## config.mk

```make
export PLATFORM = sky130hd
export DESIGN_NAME = ula_cmp_ctrl_flat
export DESIGN_NICKNAME = d
export VERILOG_FILES = /design/src/rtl/ula_cmp_pkg.sv /design/src/rtl/ula_cmp_ctrl_if.sv /design/src/rtl/ula_cmp_decode.sv /design/src/rtl/ula_cmp_ctrl.sv /design/src/flat_wrapper.sv
export SDC_FILE = /design/constraint.sdc
export NUM_CORES = 1
export LEC_CHECK = 0
export ABC_AREA = 1
export ABC_CLOCK_PERIOD_IN_PS = 1400
export CAP_MARGIN = 20
export CELL_PAD_IN_SITES_DETAIL_PLACEMENT = 1
export CELL_PAD_IN_SITES_GLOBAL_PLACEMENT = 2
export CORE_MARGIN = 4
export CORE_UTILIZATION = 24
export DETAILED_ROUTE_END_ITERATION = 10
export MAX_ROUTING_LAYER = met4
export PLACE_DENSITY_LB_ADDON = 0.2
export SETUP_SLACK_MARGIN = 0.3
export SLEW_MARGIN = 0
export SYNTH_ARGS = -nofsm -noshare
export SYNTH_HDL_FRONTEND = slang
export SYNTH_HIERARCHICAL = 1
export SYNTH_SLANG_ARGS = --single-unit
```

## constraint.sdc

```tcl
create_clock -name clk -period 1.4 [get_ports clk]
set_input_delay 0.42 -clock clk [delete_from_list [all_inputs] [get_ports clk]]
set_output_delay 0.42 -clock clk [all_outputs]
set_load 0.02 [all_outputs]
```

## src/rtl/ula_cmp_pkg.sv

```systemverilog
// -----------------------------------------------------------------------------
// ula_cmp_pkg
//   Shared types and constants for the ULA compare path.
//   - cmp_op_t     : compare opcode carried on req_op (EQ / GTE / LTE / RSVD)
//   - cmp_state_t  : controller sequencing states
//   - ULA_OP_SUB_DEFAULT : ULA opcode used to launch the b - a subtraction
//   - cmp_predicate(): flag-to-predicate rule, shared by every compare consumer
// -----------------------------------------------------------------------------
package ula_cmp_pkg;

  typedef enum logic [1:0] {
    EQ   = 2'b00,
    GTE  = 2'b01,
    LTE  = 2'b10,
    RSVD = 2'b11
  } cmp_op_t;

  typedef enum logic [1:0] {
    IDLE  = 2'd0,
    ISSUE = 2'd1,
    WAIT  = 2'd2,
    RESP  = 2'd3
  } cmp_state_t;

  localparam logic [3:0]  ULA_OP_SUB_DEFAULT = 4'h1;
  localparam int unsigned CMP_WORD_W         = 16;
  localparam int unsigned CMP_PRED_BIT       = 15;

  // Flags come from b - a, so sign = 1 means a > b. Flag combinations are
  // taken at face value: zero and sign both set still satisfies EQ and GTE.
  function automatic logic cmp_predicate(input cmp_op_t op,
                                         input logic    zero,
                                         input logic    sign);
    case (op)
      EQ:      return zero;
      GTE:     return zero | sign;
      LTE:     return zero | ~sign;
      default: return 1'b0;
    endcase
  endfunction

endpackage

```

## src/rtl/ula_cmp_ctrl_if.sv

```systemverilog
// -----------------------------------------------------------------------------
// ula_cmp_ctrl_if
//   Bundles the three channels of the compare controller:
//   - request  : req_valid/req_ready handshake with req_op, req_a, req_b
//   - response : resp_valid/resp_ready handshake with resp_out, resp_err
//   - ULA      : ula_start/ula_op/ula_x/ula_y launch, ula_done/ula_zero/
//                ula_sign flags back
//   - busy     : controller status
//   Modports:
//   - slave  : the controller itself
//   - master : the surroundings (issue logic, response consumer and ULA)
// -----------------------------------------------------------------------------
interface ula_cmp_ctrl_if;

  logic        req_valid;
  logic        req_ready;
  logic [1:0]  req_op;
  logic [7:0]  req_a;
  logic [7:0]  req_b;

  logic        resp_valid;
  logic        resp_ready;
  logic [15:0] resp_out;
  logic        resp_err;

  logic        ula_start;
  logic [3:0]  ula_op;
  logic [7:0]  ula_x;
  logic [7:0]  ula_y;
  logic        ula_done;
  logic        ula_zero;
  logic        ula_sign;

  logic        busy;

  modport slave (
    input  req_valid, req_op, req_a, req_b,
    output req_ready,
    output resp_valid, resp_out, resp_err,
    input  resp_ready,
    output ula_start, ula_op, ula_x, ula_y,
    input  ula_done, ula_zero, ula_sign,
    output busy
  );

  modport master (
    output req_valid, req_op, req_a, req_b,
    input  req_ready,
    input  resp_valid, resp_out, resp_err,
    output resp_ready,
    input  ula_start, ula_op, ula_x, ula_y,
    output ula_done, ula_zero, ula_sign,
    input  busy
  );

endinterface

```

## src/rtl/ula_cmp_decode.sv

```systemverilog
// -----------------------------------------------------------------------------
// ula_cmp_decode
//   Purely combinational: turns a compare opcode plus the ULA zero/sign flags
//   of (b - a) into the 16-bit compare word (predicate in bit 15, rest zero).
//   Reserved opcodes decode to an all-zero word.
//   Ports:
//   - op   in  cmp_op_t  compare opcode
//   - zero in  1         ULA zero flag
//   - sign in  1         ULA sign flag
//   - word out 16        compare word
// -----------------------------------------------------------------------------
module ula_cmp_decode
  import ula_cmp_pkg::*;
(
  input  cmp_op_t               op,
  input  logic                  zero,
  input  logic                  sign,
  output logic [CMP_WORD_W-1:0] word
);

  always_comb begin
    // NOTE: the whole word gets a default before the predicate bit is set, so
    // every bit is written on every path and no latch can be inferred.
    word               = '0;
    word[CMP_PRED_BIT] = cmp_predicate(op, zero, sign);
  end

endmodule

```

## src/rtl/ula_cmp_ctrl.sv

```systemverilog
// -----------------------------------------------------------------------------
// ula_cmp_ctrl
//   Sequencing controller for the ULA compare path. Accepts one compare
//   request at a time, launches a b - a subtraction on the shared ULA, turns
//   the returned flags into a compare word and presents it on the response
//   channel. Reserved opcodes and ULA timeouts are reported with resp_err.
//   Parameters:
//   - TIMEOUT_CYCLES : WAIT cycles before giving up on the ULA (1..255)
//   - ULA_OP_SUB     : opcode driven on ula_op during ISSUE
//   Ports:
//   - clk  in   single clock, rising edge
//   - rst  in   asynchronous, active-high reset
//   - bus  slave side of ula_cmp_ctrl_if (request, response, ULA, busy)
//   Every output is a flop, loaded from the next-state decode or from the
//   datapath, so no input reaches an output combinationally.
// -----------------------------------------------------------------------------
module ula_cmp_ctrl
  import ula_cmp_pkg::*;
#(
  parameter int unsigned TIMEOUT_CYCLES = 16,
  parameter logic [3:0]  ULA_OP_SUB     = ULA_OP_SUB_DEFAULT
) (
  input logic           clk,
  input logic           rst,
  ula_cmp_ctrl_if.slave bus
);

  localparam logic [1:0] S_IDLE  = IDLE;
  localparam logic [1:0] S_ISSUE = ISSUE;
  localparam logic [1:0] S_WAIT  = WAIT;
  localparam logic [1:0] S_RESP  = RESP;

  // The counter only has to reach TIMEOUT_CYCLES-1; it stops there because
  // the FSM leaves WAIT on that same edge.
  localparam int unsigned     CNT_W    = $clog2(TIMEOUT_CYCLES + 1);
  localparam logic [CNT_W-1:0] CNT_LAST = CNT_W'(TIMEOUT_CYCLES - 1);

  logic [1:0]            state;
  logic [1:0]            state_nxt;
  cmp_op_t               op_q;
  logic [CNT_W-1:0]      cnt;

  logic                  req_ready_q;
  logic                  resp_valid_q;
  logic                  busy_q;
  logic                  ula_start_q;
  logic [3:0]            ula_op_q;
  logic [7:0]            ula_x_q;
  logic [7:0]            ula_y_q;
  logic [CMP_WORD_W-1:0] resp_out_q;
  logic                  resp_err_q;

  logic [CMP_WORD_W-1:0] dec_word;
  logic                  accept;
  logic                  req_rsvd;
  logic                  ula_hit;
  logic                  limit_hit;

  // req_ready_q is only ever high in IDLE, so it doubles as the state qualifier.
  assign accept    = req_ready_q & bus.req_valid;
  assign req_rsvd  = (cmp_op_t'(bus.req_op) == RSVD);
  // ula_done outside WAIT is deliberately ignored; inside WAIT it beats the limit.
  assign ula_hit   = (state == S_WAIT) & bus.ula_done;
  assign limit_hit = (state == S_WAIT) & ~bus.ula_done & (cnt == CNT_LAST);

  ula_cmp_decode u_decode (
    .op   (op_q),
    .zero (bus.ula_zero),
    .sign (bus.ula_sign),
    .word (dec_word)
  );

  // ---------------------------------------------------------------------------
  // Next-state logic
  // ---------------------------------------------------------------------------
  always_comb begin
    state_nxt = state;
    case (state)
      S_IDLE:  if (accept) state_nxt = req_rsvd ? S_RESP : S_ISSUE;
      S_ISSUE: state_nxt = S_WAIT;
      S_WAIT:  if (ula_hit || limit_hit) state_nxt = S_RESP;
      S_RESP:  if (bus.resp_ready) state_nxt = S_IDLE;
      default: state_nxt = S_IDLE;
    endcase
  end

  // ---------------------------------------------------------------------------
  // State register and state-decoded outputs. The decoded outputs are loaded
  // from state_nxt so they line up with the state they describe while staying
  // registered.
  // ---------------------------------------------------------------------------
  always_ff @(posedge clk or posedge rst) begin
    if (rst) begin
      state        <= S_IDLE;
      req_ready_q  <= 1'b0;
      resp_valid_q <= 1'b0;
      busy_q       <= 1'b0;
      ula_start_q  <= 1'b0;
      ula_op_q     <= '0;
    end else begin
      // NOTE: sequential state uses non-blocking assignments so every flop
      // samples pre-edge values regardless of statement or block order.
      state        <= state_nxt;
      req_ready_q  <= (state_nxt == S_IDLE);
      resp_valid_q <= (state_nxt == S_RESP);
      busy_q       <= (state_nxt != S_IDLE);
      ula_start_q  <= (state_nxt == S_ISSUE);
      ula_op_q     <= (state_nxt == S_ISSUE) ? ULA_OP_SUB : 4'h0;
    end
  end

  // ---------------------------------------------------------------------------
  // Datapath: opcode latch, ULA operands, timeout counter, response word.
  // ---------------------------------------------------------------------------
  always_ff @(posedge clk or posedge rst) begin
    if (rst) begin
      // NOTE: the datapath registers are reset as well, not just the FSM,
      // because several of them drive outputs that must read 0 in reset.
      op_q       <= EQ;
      ula_x_q    <= '0;
      ula_y_q    <= '0;
      cnt        <= '0;
      resp_out_q <= '0;
      resp_err_q <= 1'b0;
    end else begin
      // Operands are presented only during ISSUE; ISSUE always follows a
      // non-reserved accept by exactly one edge, so loading them on accept
      // and clearing them on every other edge gives a one-cycle window.
      ula_x_q <= '0;
      ula_y_q <= '0;

      if (accept) begin
        op_q <= cmp_op_t'(bus.req_op);
        if (req_rsvd) begin
          resp_out_q <= '0;
          resp_err_q <= 1'b1;
        end else begin
          ula_x_q <= bus.req_b;
          ula_y_q <= bus.req_a;
        end
      end

      if (state == S_ISSUE) begin
        cnt <= '0;
      end else if ((state == S_WAIT) && !bus.ula_done && (cnt != CNT_LAST)) begin
        cnt <= cnt + CNT_W'(1);
      end

      if (ula_hit) begin
        resp_out_q <= dec_word;
        resp_err_q <= 1'b0;
      end else if (limit_hit) begin
        resp_out_q <= '0;
        resp_err_q <= 1'b1;
      end

      // Clear the word once it has been consumed so stale results never show.
      if ((state == S_RESP) && bus.resp_ready) begin
        resp_out_q <= '0;
        resp_err_q <= 1'b0;
      end
    end
  end

  assign bus.req_ready  = req_ready_q;
  assign bus.resp_valid = resp_valid_q;
  assign bus.resp_out   = resp_out_q;
  assign bus.resp_err   = resp_err_q;
  assign bus.ula_start  = ula_start_q;
  assign bus.ula_op     = ula_op_q;
  assign bus.ula_x      = ula_x_q;
  assign bus.ula_y      = ula_y_q;
  assign bus.busy       = busy_q;

endmodule
```

## src/flat_wrapper.sv

```systemverilog
// flat-port wrapper written by rule: the top's interface ports become plain ports
module ula_cmp_ctrl_flat import ula_cmp_pkg::*;
#(
  parameter int unsigned TIMEOUT_CYCLES = 16,
  parameter logic [3:0]  ULA_OP_SUB     = ULA_OP_SUB_DEFAULT
)
  (clk, rst, bus_req_valid, bus_req_op, bus_req_a, bus_req_b, bus_req_ready, bus_resp_valid, bus_resp_out, bus_resp_err, bus_resp_ready, bus_ula_start, bus_ula_op, bus_ula_x, bus_ula_y, bus_ula_done, bus_ula_zero, bus_ula_sign, bus_busy);
  ula_cmp_ctrl_if bus_i ();
  input logic clk;
  input logic rst;
  input wire logic [$bits(bus_i.req_valid)-1:0] bus_req_valid;
  input wire logic [$bits(bus_i.req_op)-1:0] bus_req_op;
  input wire logic [$bits(bus_i.req_a)-1:0] bus_req_a;
  input wire logic [$bits(bus_i.req_b)-1:0] bus_req_b;
  output wire logic [$bits(bus_i.req_ready)-1:0] bus_req_ready;
  output wire logic [$bits(bus_i.resp_valid)-1:0] bus_resp_valid;
  output wire logic [$bits(bus_i.resp_out)-1:0] bus_resp_out;
  output wire logic [$bits(bus_i.resp_err)-1:0] bus_resp_err;
  input wire logic [$bits(bus_i.resp_ready)-1:0] bus_resp_ready;
  output wire logic [$bits(bus_i.ula_start)-1:0] bus_ula_start;
  output wire logic [$bits(bus_i.ula_op)-1:0] bus_ula_op;
  output wire logic [$bits(bus_i.ula_x)-1:0] bus_ula_x;
  output wire logic [$bits(bus_i.ula_y)-1:0] bus_ula_y;
  input wire logic [$bits(bus_i.ula_done)-1:0] bus_ula_done;
  input wire logic [$bits(bus_i.ula_zero)-1:0] bus_ula_zero;
  input wire logic [$bits(bus_i.ula_sign)-1:0] bus_ula_sign;
  output wire logic [$bits(bus_i.busy)-1:0] bus_busy;
  assign bus_i.req_valid = bus_req_valid;
  assign bus_i.req_op = bus_req_op;
  assign bus_i.req_a = bus_req_a;
  assign bus_i.req_b = bus_req_b;
  assign bus_req_ready = bus_i.req_ready;
  assign bus_resp_valid = bus_i.resp_valid;
  assign bus_resp_out = bus_i.resp_out;
  assign bus_resp_err = bus_i.resp_err;
  assign bus_i.resp_ready = bus_resp_ready;
  assign bus_ula_start = bus_i.ula_start;
  assign bus_ula_op = bus_i.ula_op;
  assign bus_ula_x = bus_i.ula_x;
  assign bus_ula_y = bus_i.ula_y;
  assign bus_i.ula_done = bus_ula_done;
  assign bus_i.ula_zero = bus_ula_zero;
  assign bus_i.ula_sign = bus_ula_sign;
  assign bus_busy = bus_i.busy;
  ula_cmp_ctrl #(.TIMEOUT_CYCLES(TIMEOUT_CYCLES), .ULA_OP_SUB(ULA_OP_SUB)) u_core (.clk(clk), .rst(rst), .bus(bus_i));
endmodule
```

# After elaboration in Yosys (flattened, before gate mapping)
# Index checks and enable logic that the tools add are counted.
word_totals:
  reg_bits: 50
  wordCells: 67
classes:
  n_addsub: 1
  n_eq_ne: 10
  muxes: 23
  bitwise: 8
  reduce_logical: 13
op_table:
  columns: ["cell", "count"]
  rows:
  - ["$mux W16", 5]
  - ["$mux W8", 4]
  - ["$eq A2 B2 Y1 const B", 5]
  - ["$mux W5", 2]
  - ["$mux W2", 4]
  - ["$pmux W2 S4", 1]
  - ["$reduce_bool A4 Y1", 2]
  - ["$eq A2 B1 Y1 const B", 3]
  - ["$logic_not A2 Y1", 3]
  - ["$mux W1", 6]
  - ["$add A5 B1 Y5 const B", 1]
  - ["$eq A5 B4 Y1 const B", 1]
  - ["$ne A5 B4 Y1 const B", 1]
  - ["$and A1 B1 Y1", 4]
  - ["$reduce_bool A2 Y1", 2]
  - ["$logic_and A1 B1 Y1", 3]
  - ["$pmux W1 S3", 1]
  - ["$not A1 Y1", 2]
  - ["$or A1 B1 Y1", 2]
  - ["$reduce_and A2 Y1", 1]
  - ["$logic_not A1 Y1", 1]
  - ["$logic_or A1 B1 Y1", 1]

# Longest topological paths before layout
logic_depth:
  ltp_word: 8
  depth_mapped: 10

# By module
# The synthesis kept the hierarchy.
by_module_without_submodules:
  columns: ["module", "n_inst", "cells_each", "area_each_um2", "seq_area_each_um2"]
  rows:
  - ["ula_cmp_ctrl", 1, 211, 1921.8, 1151.1]
  - ["ula_cmp_decode", 1, 28, 191.4, 0.0]

# Least setup slack after synthesis
# OpenSTA, ideal clock, no wires.
synth_timing:
  path_kind: "register -> register"
  from: "register u_core.cnt[0]"
  to: "register u_core.busy_q (netlist: u_core/bus.busy)"
  setup_time_ps: 118
  arrival_time_ps: 1393
  required_ps: 1282
  slack_ps: -111
  stages_incl_launch_ff: 11
  path_cell_list: "dfrtp_1 > ha_1 > nand2_1 > nor2_1 > ha_1 > inv_1 > nand2_1 > nand2_2 > nand3_2 > inv_1 > nand2_1"
synth_via:
  elab_chain_len: 6
synth_lines:
  columns: ["element", "line", "text"]
  rows:
  - ["start: declaration", "ula_cmp_ctrl.sv:41", "logic [CNT_W-1:0] cnt;"]
  - ["start signal: assignment", "ula_cmp_ctrl.sv:146", "cnt <= cnt + CNT_W'(1);"]
  - ["$eq A5 B4 Y1", "ula_cmp_ctrl.sv:64", "assign limit_hit = (state == S_WAIT) & ~bus.ula_done & (cnt == CNT_LAST);"]
  - ["$and A1 B1 Y1", "ula_cmp_ctrl.sv:64", null]
  - ["$logic_or A1 B1 Y1", "ula_cmp_ctrl.sv:81", "S_WAIT: if (ula_hit || limit_hit) state_nxt = S_RESP;"]
  - ["$mux W2", "ula_cmp_ctrl.sv:81", null]
  - ["$pmux W2 S4", "ula_cmp_ctrl.sv:78", "case (state)"]
  - ["named net u_core.state_nxt[0]", "ula_cmp_ctrl.sv:39", "logic [1:0] state_nxt;"]
  - ["$reduce_bool A2 Y1", "ula_cmp_ctrl.sv:106", "busy_q <= (state_nxt != S_IDLE);"]
  - ["end signal: assignment", "ula_cmp_ctrl.sv:106", null]
  - ["end: declaration", "ula_cmp_ctrl.sv:45", "logic busy_q;"]
# The timed path passes the listed nets, and every way through them passes these cells.
# A chain may end at the register's enable or synchronous reset.

# Worst setup path in the final report
layout_timing:
  from: "register u_core.cnt[0]"
  to: "register u_core.cnt[0]"
layout_via:
  elab_chain_len: 3
  elab_cells_between_ends: 6
  cone_classes: "1 x add/sub; 1 x eq/ne; 2 x mux; 2 x reduce/logical"
layout_lines:
  columns: ["element", "line", "text"]
  rows:
  - ["$add A5 B1 Y5 or $ne A5 B4 Y1 (tied branches)", "ula_cmp_ctrl.sv:146, ula_cmp_ctrl.sv:145", null]
  - ["$mux W5 or $logic_and A1 B1 Y1 (tied branches)", "ula_cmp_ctrl.sv:145", "end else if ((state == S_WAIT) && !bus.ula_done && (cnt != CNT_LAST)) begin"]
  - ["$mux W5 or $reduce_bool A2 Y1 (tied branches)", null, null]
# Several ways; a longest one is shown, not always the timed one. The select of a mux whose other input is x is not followed.

==> run metrics <==
status finished with violations; failing checks negative setup slack; Vias per Instance 4.10; Hold WS 384 ps; Vias 1,801; post-synthesis area per instance 8.84 um^2; Fin. Hold Viols 0; post-synth cell types 22; worst path arrival time 1660 ps; most common cell after layout, fill and taps aside nand2_1; fin crit period 1470 ps; share of cells above drive strength 1 31.7%; antenna diode count 0; critical path cell sequence ha_2 -> nand2_2 -> nor2_2 -> ha_2 -> inv_2 -> nand2_4 -> nor2_4 -> nor2_4 -> nand2_2 -> nand2_1; crit path launch u_core/cnt[0]; Max stage delay on crit path 400 ps; Area contributors post-synth dfrtp_1 (54%), nand2_1 (14%), buf_4 (7.1%); Top delay family on crit path simple AND/OR/NAND/NOR gates; die area 10,400 um^2; Max Slew Vio Count 0; worst reg-to-reg setup slack -70 ps; CP bufs+invs 1; DR iter-0 viols 38; Placed Area 2970 um^2; R2R depth 10; Worst Setup EP u_core/cnt[0]; fmax 0.680 GHz; post-synth design cell area 2110 um^2; Crit-path slowest cell dfrtp_1; max-cap violation count 0; Seq/Total Area, Yosys 54.5%; RSZ-0062 raised after global routing true; Inst Count DP 418; Layout area overhead 53.5%; clock insertion delay at the later pin of the skew report 300 ps; # DRC 0; aggregate global routing overflow 0; hold_buf cts 0; antenna viol nets, final 0; FF-to-FF End u_core/cnt[0]; share of the synthesized area in the top cell type 54.5%; leading area contributor after synthesis dfrtp_1; IO Pins 66; Initial Utilization 25.2%; GPL Wtd Cong 0.733; Post-Place Setup Slack -178 ps; first-pass GRT wire length 9.03 mm; clock sink count 46; Die Y 102 um; CP Launch Type flip-flop; Worst Hold Class input port to flip-flop; PwrDens 1880 nW/um^2; leakage 1.74 nW; H-tree depth 2; reg2reg start u_core/cnt[0]; number of global-route vias before repair 1,890; Core Box Area 8380 um^2; CTS tree built; post-DP HPWL 3.81 mm; CTS Buffer Depth 2; All-Layer GR Usage 11.4%; Nets 363; #FFs+latches synth 46; crit-path max FO 5; VDD IR max 989 uV; Final Instance Area 3240 um^2; Final Cycle Share 105%; # port buffers 62; Root Buffer clkbuf_8; post-synthesis cell count 239; Setup Viol. Count Final 24; CP Data Required Time 1590 ps; fillcell total 981; most frequent cells in the layout nand2_1 (75), dfrtp_1 (46), buf_6 (41); Finished Layout Cells 439; die width 102 um; cell row count 33; Crit path depth 10; wire per inst 12.1 um; CTS Buf Count 5; PnR worst setup slack -69.9 ps; Synth Warn # 6; clock transition at the registers of the reported paths 90 ps; clock skew 9.83 ps; Initial DRT Pass Iterations 4; antenna violations before repair 0; Worst Setup End Kind flip-flop; Setup CP Type flip-flop to flip-flop; final core occ 38.7%; wirelength, routed 5.33 mm; pin count of the biggest net entering global routing 47
## area by class of cell
class / instances / area (um^2) / area share [%]
repair buffers: 97 / 992 / 30.6
multi-input cells: 163 / 801 / 24.7
inverters: 20 / 78.8 / 2.43
well taps: 105 / 131 / 4.05
clock buffers: 5 / 68.8 / 2.12
flip-flops and latches: 46 / 1150 / 35.5
clock inverters: 3 / 21.3 / 0.656
## per-stage QoR
step / power (W) / TNS [ps]
6_report: 0.00611 / -1090
5_1_grt: 0.00664 / -4470
4_1_cts: 0.00607 / -1610
3_5_place_dp: 0.00493 / -4840
3_3_place_gp: 0.00490 / -4170
2_1_floorplan: 0.00356 / -255
## how the worst min path moves through the flow
stage	startpoint	end	slack [ps]	cells past startpoint
after floorplan	rst	u_core/bus.busy	440	1
after global placement	u_core/cnt[4]	u_core/cnt[4]	460	2
after detailed placement	u_core/cnt[4]	u_core/cnt[4]	460	2
after CTS	bus_req_op[0]	u_core/op_q[0]	480	3
after global routing	bus_req_op[1]	u_core/op_q[1]	380	3
final	bus_req_op[1]	u_core/op_q[1]	380	3
## state kept, by name, summed over array words and instances (netlist names)
name,count
u_core/bus.resp_out,16
u_core/bus.busy,1
u_core/state,2
u_core/cnt,5
u_core/bus.ula_y,8
u_core/op_q,2
u_core/bus.req_ready,1
u_core/bus.ula_op,1
u_core/bus.resp_valid,1
u_core/bus.resp_err,1
u_core/bus.ula_x,8
## tightest hold or removal path, cell delays in order
cell,delay (ps)
dlymetal6s2s_1,120
nand2_1,70
nand2_1,40
## what timing repair did
action / 4_1_cts / 5_1_grt
resized for setup: 238 / 6
endpoints found under the setup margin: 71 / 70
pin swaps: 11 / 5
buffers inserted: 6 / 7
## Yosys cell counts
cell type  count
nand2_2        6
conb_1         2
dfrtp_1       46
buf_1          1
nand3b_1       1
o21ai_0        2
nor2_1        22
nor2_4         2
inv_2          4
ha_1           5
nand3_1        5
nand3_2        1
a21oi_1        1
buf_2          1
buf_4         20
or2_2          1
nor2_2         1
clkbuf_1       2
nand2_1       79
buf_6          2
nand4_1       19
inv_1         16
## routing by layer
layer | vias to the layer above | share of wire [%] | track usage (%)
li1 | 894 | - | -
met1 | 866 | 42 | 13.4
met2 | 35 | 52 | 19.4
met3 | 6 | 5.0 | 3.34
met4 | 0 | 0.68 | 2.72
met5 | - | 0 | -
## kinds of logic after synthesis
| family | Yosys count | synth area share, % |
|---|---|---|
| other | 2 | 0.355 |
| AND/OR/NAND/NOR | 137 | 29.0 |
| flip-flops | 46 | 54.5 |
| AO/OA/AOI/OAI | 3 | 0.710 |
| adder cells (fa/ha/maj) | 5 | 2.96 |
| buffers and inverters | 46 | 12.5 |
## report_power, final
group          switching, W  internal (W)
clock network      0.000473      0.000352
registers          0.000340       0.00178
logic               0.00156       0.00161
total               0.00237       0.00374
No activity file was read; power rests on OpenSTA's default activity.
==> edit (same flow settings) <==
`TIMEOUT_CYCLES` is set to 16 in 2 places; all go to 8.
--- a/src/rtl/ula_cmp_ctrl.sv
+++ b/src/rtl/ula_cmp_ctrl.sv
@@ -19,3 +19,3 @@
 #(
-  parameter int unsigned TIMEOUT_CYCLES = 16,
+  parameter int unsigned TIMEOUT_CYCLES = 8,
   parameter logic [3:0]  ULA_OP_SUB     = ULA_OP_SUB_DEFAULT
--- a/src/flat_wrapper.sv
+++ b/src/flat_wrapper.sv
@@ -3,3 +3,3 @@
 #(
-  parameter int unsigned TIMEOUT_CYCLES = 16,
+  parameter int unsigned TIMEOUT_CYCLES = 8,
   parameter logic [3:0]  ULA_OP_SUB     = ULA_OP_SUB_DEFAULT
Check against the original RTL: same outputs for any inputs over 10 cycles, from zero or initial values and one cycle with rst high; that may be too few to reach the edited logic, so the function may still have changed.
==> edit against the original RTL <==
- core utilization up 2.1 points
- synthesized area fell by 4.7%
- combinational power increased by 3%
- first-iteration DRC count up 2.6%
- sequential cell count fell by 1
- worst setup slack improved by 0.21 ns
- routed wire length shrank 0.77%
- design area up 2.8%
- total power up 2.0%
- critical endpoint is now bus_resp_out[2]
==> edit: results (changes against the original RTL) <==
| Metric | Value |
|---|---|
| Crit path max-delay family | `flip-flops` |
| Area after DPL | `0.00281 mm^2 (-5.3%)` |
| Via density | `4.06 (-1.0%)` |
| Clock skew | `0.00504 ns (-0.00480 ns)` |
| HPWL after detailed placement | `3.55 mm (-6.8%)` |
| Outcome | `finished, final reports clean` |
| Clock group | `886 uW (+7.4%)` |
| CP arrival | `0.84 ns (-0.82 ns)` |
| Hold Slack | `0.521 ns (+0.137 ns)` |
| Largest net degree at the start of global routing | `46 (-2.1%)` |
| Worst r2r path cells | `8 (-2)` |
| Core box area | `0.00818 mm^2 (-2.5%)` |
| FFs & Latches | `45 (-2.2%)` |
| Final Critical Period | `1.26 ns (-0.205 ns)` |
| Multi-input logic area | `876 um^2 (+9.4%)` |
| Mapped Cells | `228 (-4.6%)` |
| Post-cts sizing count | `249 (+4.6%)` |
| Pre-CTS setup slack | `-0.426 ns (-0.248 ns)` |
| Post-synth top cells | `nand2_1 (74), dfrtp_1 (45), nor2_1 (28)` |
| Multi-input combinational cell count | `160 (-1.8%)` |
| Net Sw Power | `2370 uW (-0.26%)` |
| Drt initial violations | `39 (+2.6%)` |
| Global-route wire length before repair | `9.01 mm (-0.16%)` |
| Routability congestion estimate | `0.718 (-2.0%)` |
| Power Dens Cells | `1870 mW/mm^2 (-0.84%)` |
| Clock network area share | `3.04% (+0.26 points)` |
| Synth area leaders | `dfrtp_1 (56%), nand2_1 (14%), buf_4 (7.1%)` |
| Lkg Pwr | `0.00174 uW (+0.35%)` |
| Worst Setup EP | `bus_resp_out[2]` |
| Worst R2R Start | `u_core/cnt[1]` |
| Share of the yosys chip area belonging to registers | `55.9% (+1.4 points)` |
| Layout cells sized above 1 | `39.2% (+7.5 points)` |
| Multi-input combinational area share | `26.3% (+1.6 points)` |
| # clk buffers | `7 (+2)` |
| Vias in the first global route | `1871 (-1.0%)` |
| Final nets | `362 (-0.28%)` |
==> edit: cell types whose count changed after synthesis, sizes merged <==
cell | unedited run | this run
buf | 24 | 22
inv | 20 | 15
ha | 5 | 4
a21oi | 1 | 2
a31oi | 0 | 1
dfrtp | 46 | 45
nor2 | 25 | 29
or2 | 1 | 0
nand2 | 85 | 76
nand3 | 6 | 24
xor2 | 0 | 1
nand4 | 19 | 2
==> edit: routing by layer <==
| layer | wire, um | up-vias | share of wire, % | GRT usage [%] |
|---|---|---|---|---|
| met5 | 0 | - | 0 | - |
| met3 | 405 | 6 | 7.7 | 4.35 |
| met1 | 2160 | 857 | 41 | 13.7 |
| met4 | 73 | 0 | 1.4 | 4.10 |
| li1 | - | 880 | - | - |
| met2 | 2650 | 48 | 50 | 19.2 |
==> edit: kinds of logic after synthesis <==
family | synth area share, %
other cells | 0.373
simple gates | 27.9
flops | 55.9
compound gates | 1.30
fa+ha+maj | 2.48
buf+inv | 11.6
xor+xnor | 0.435
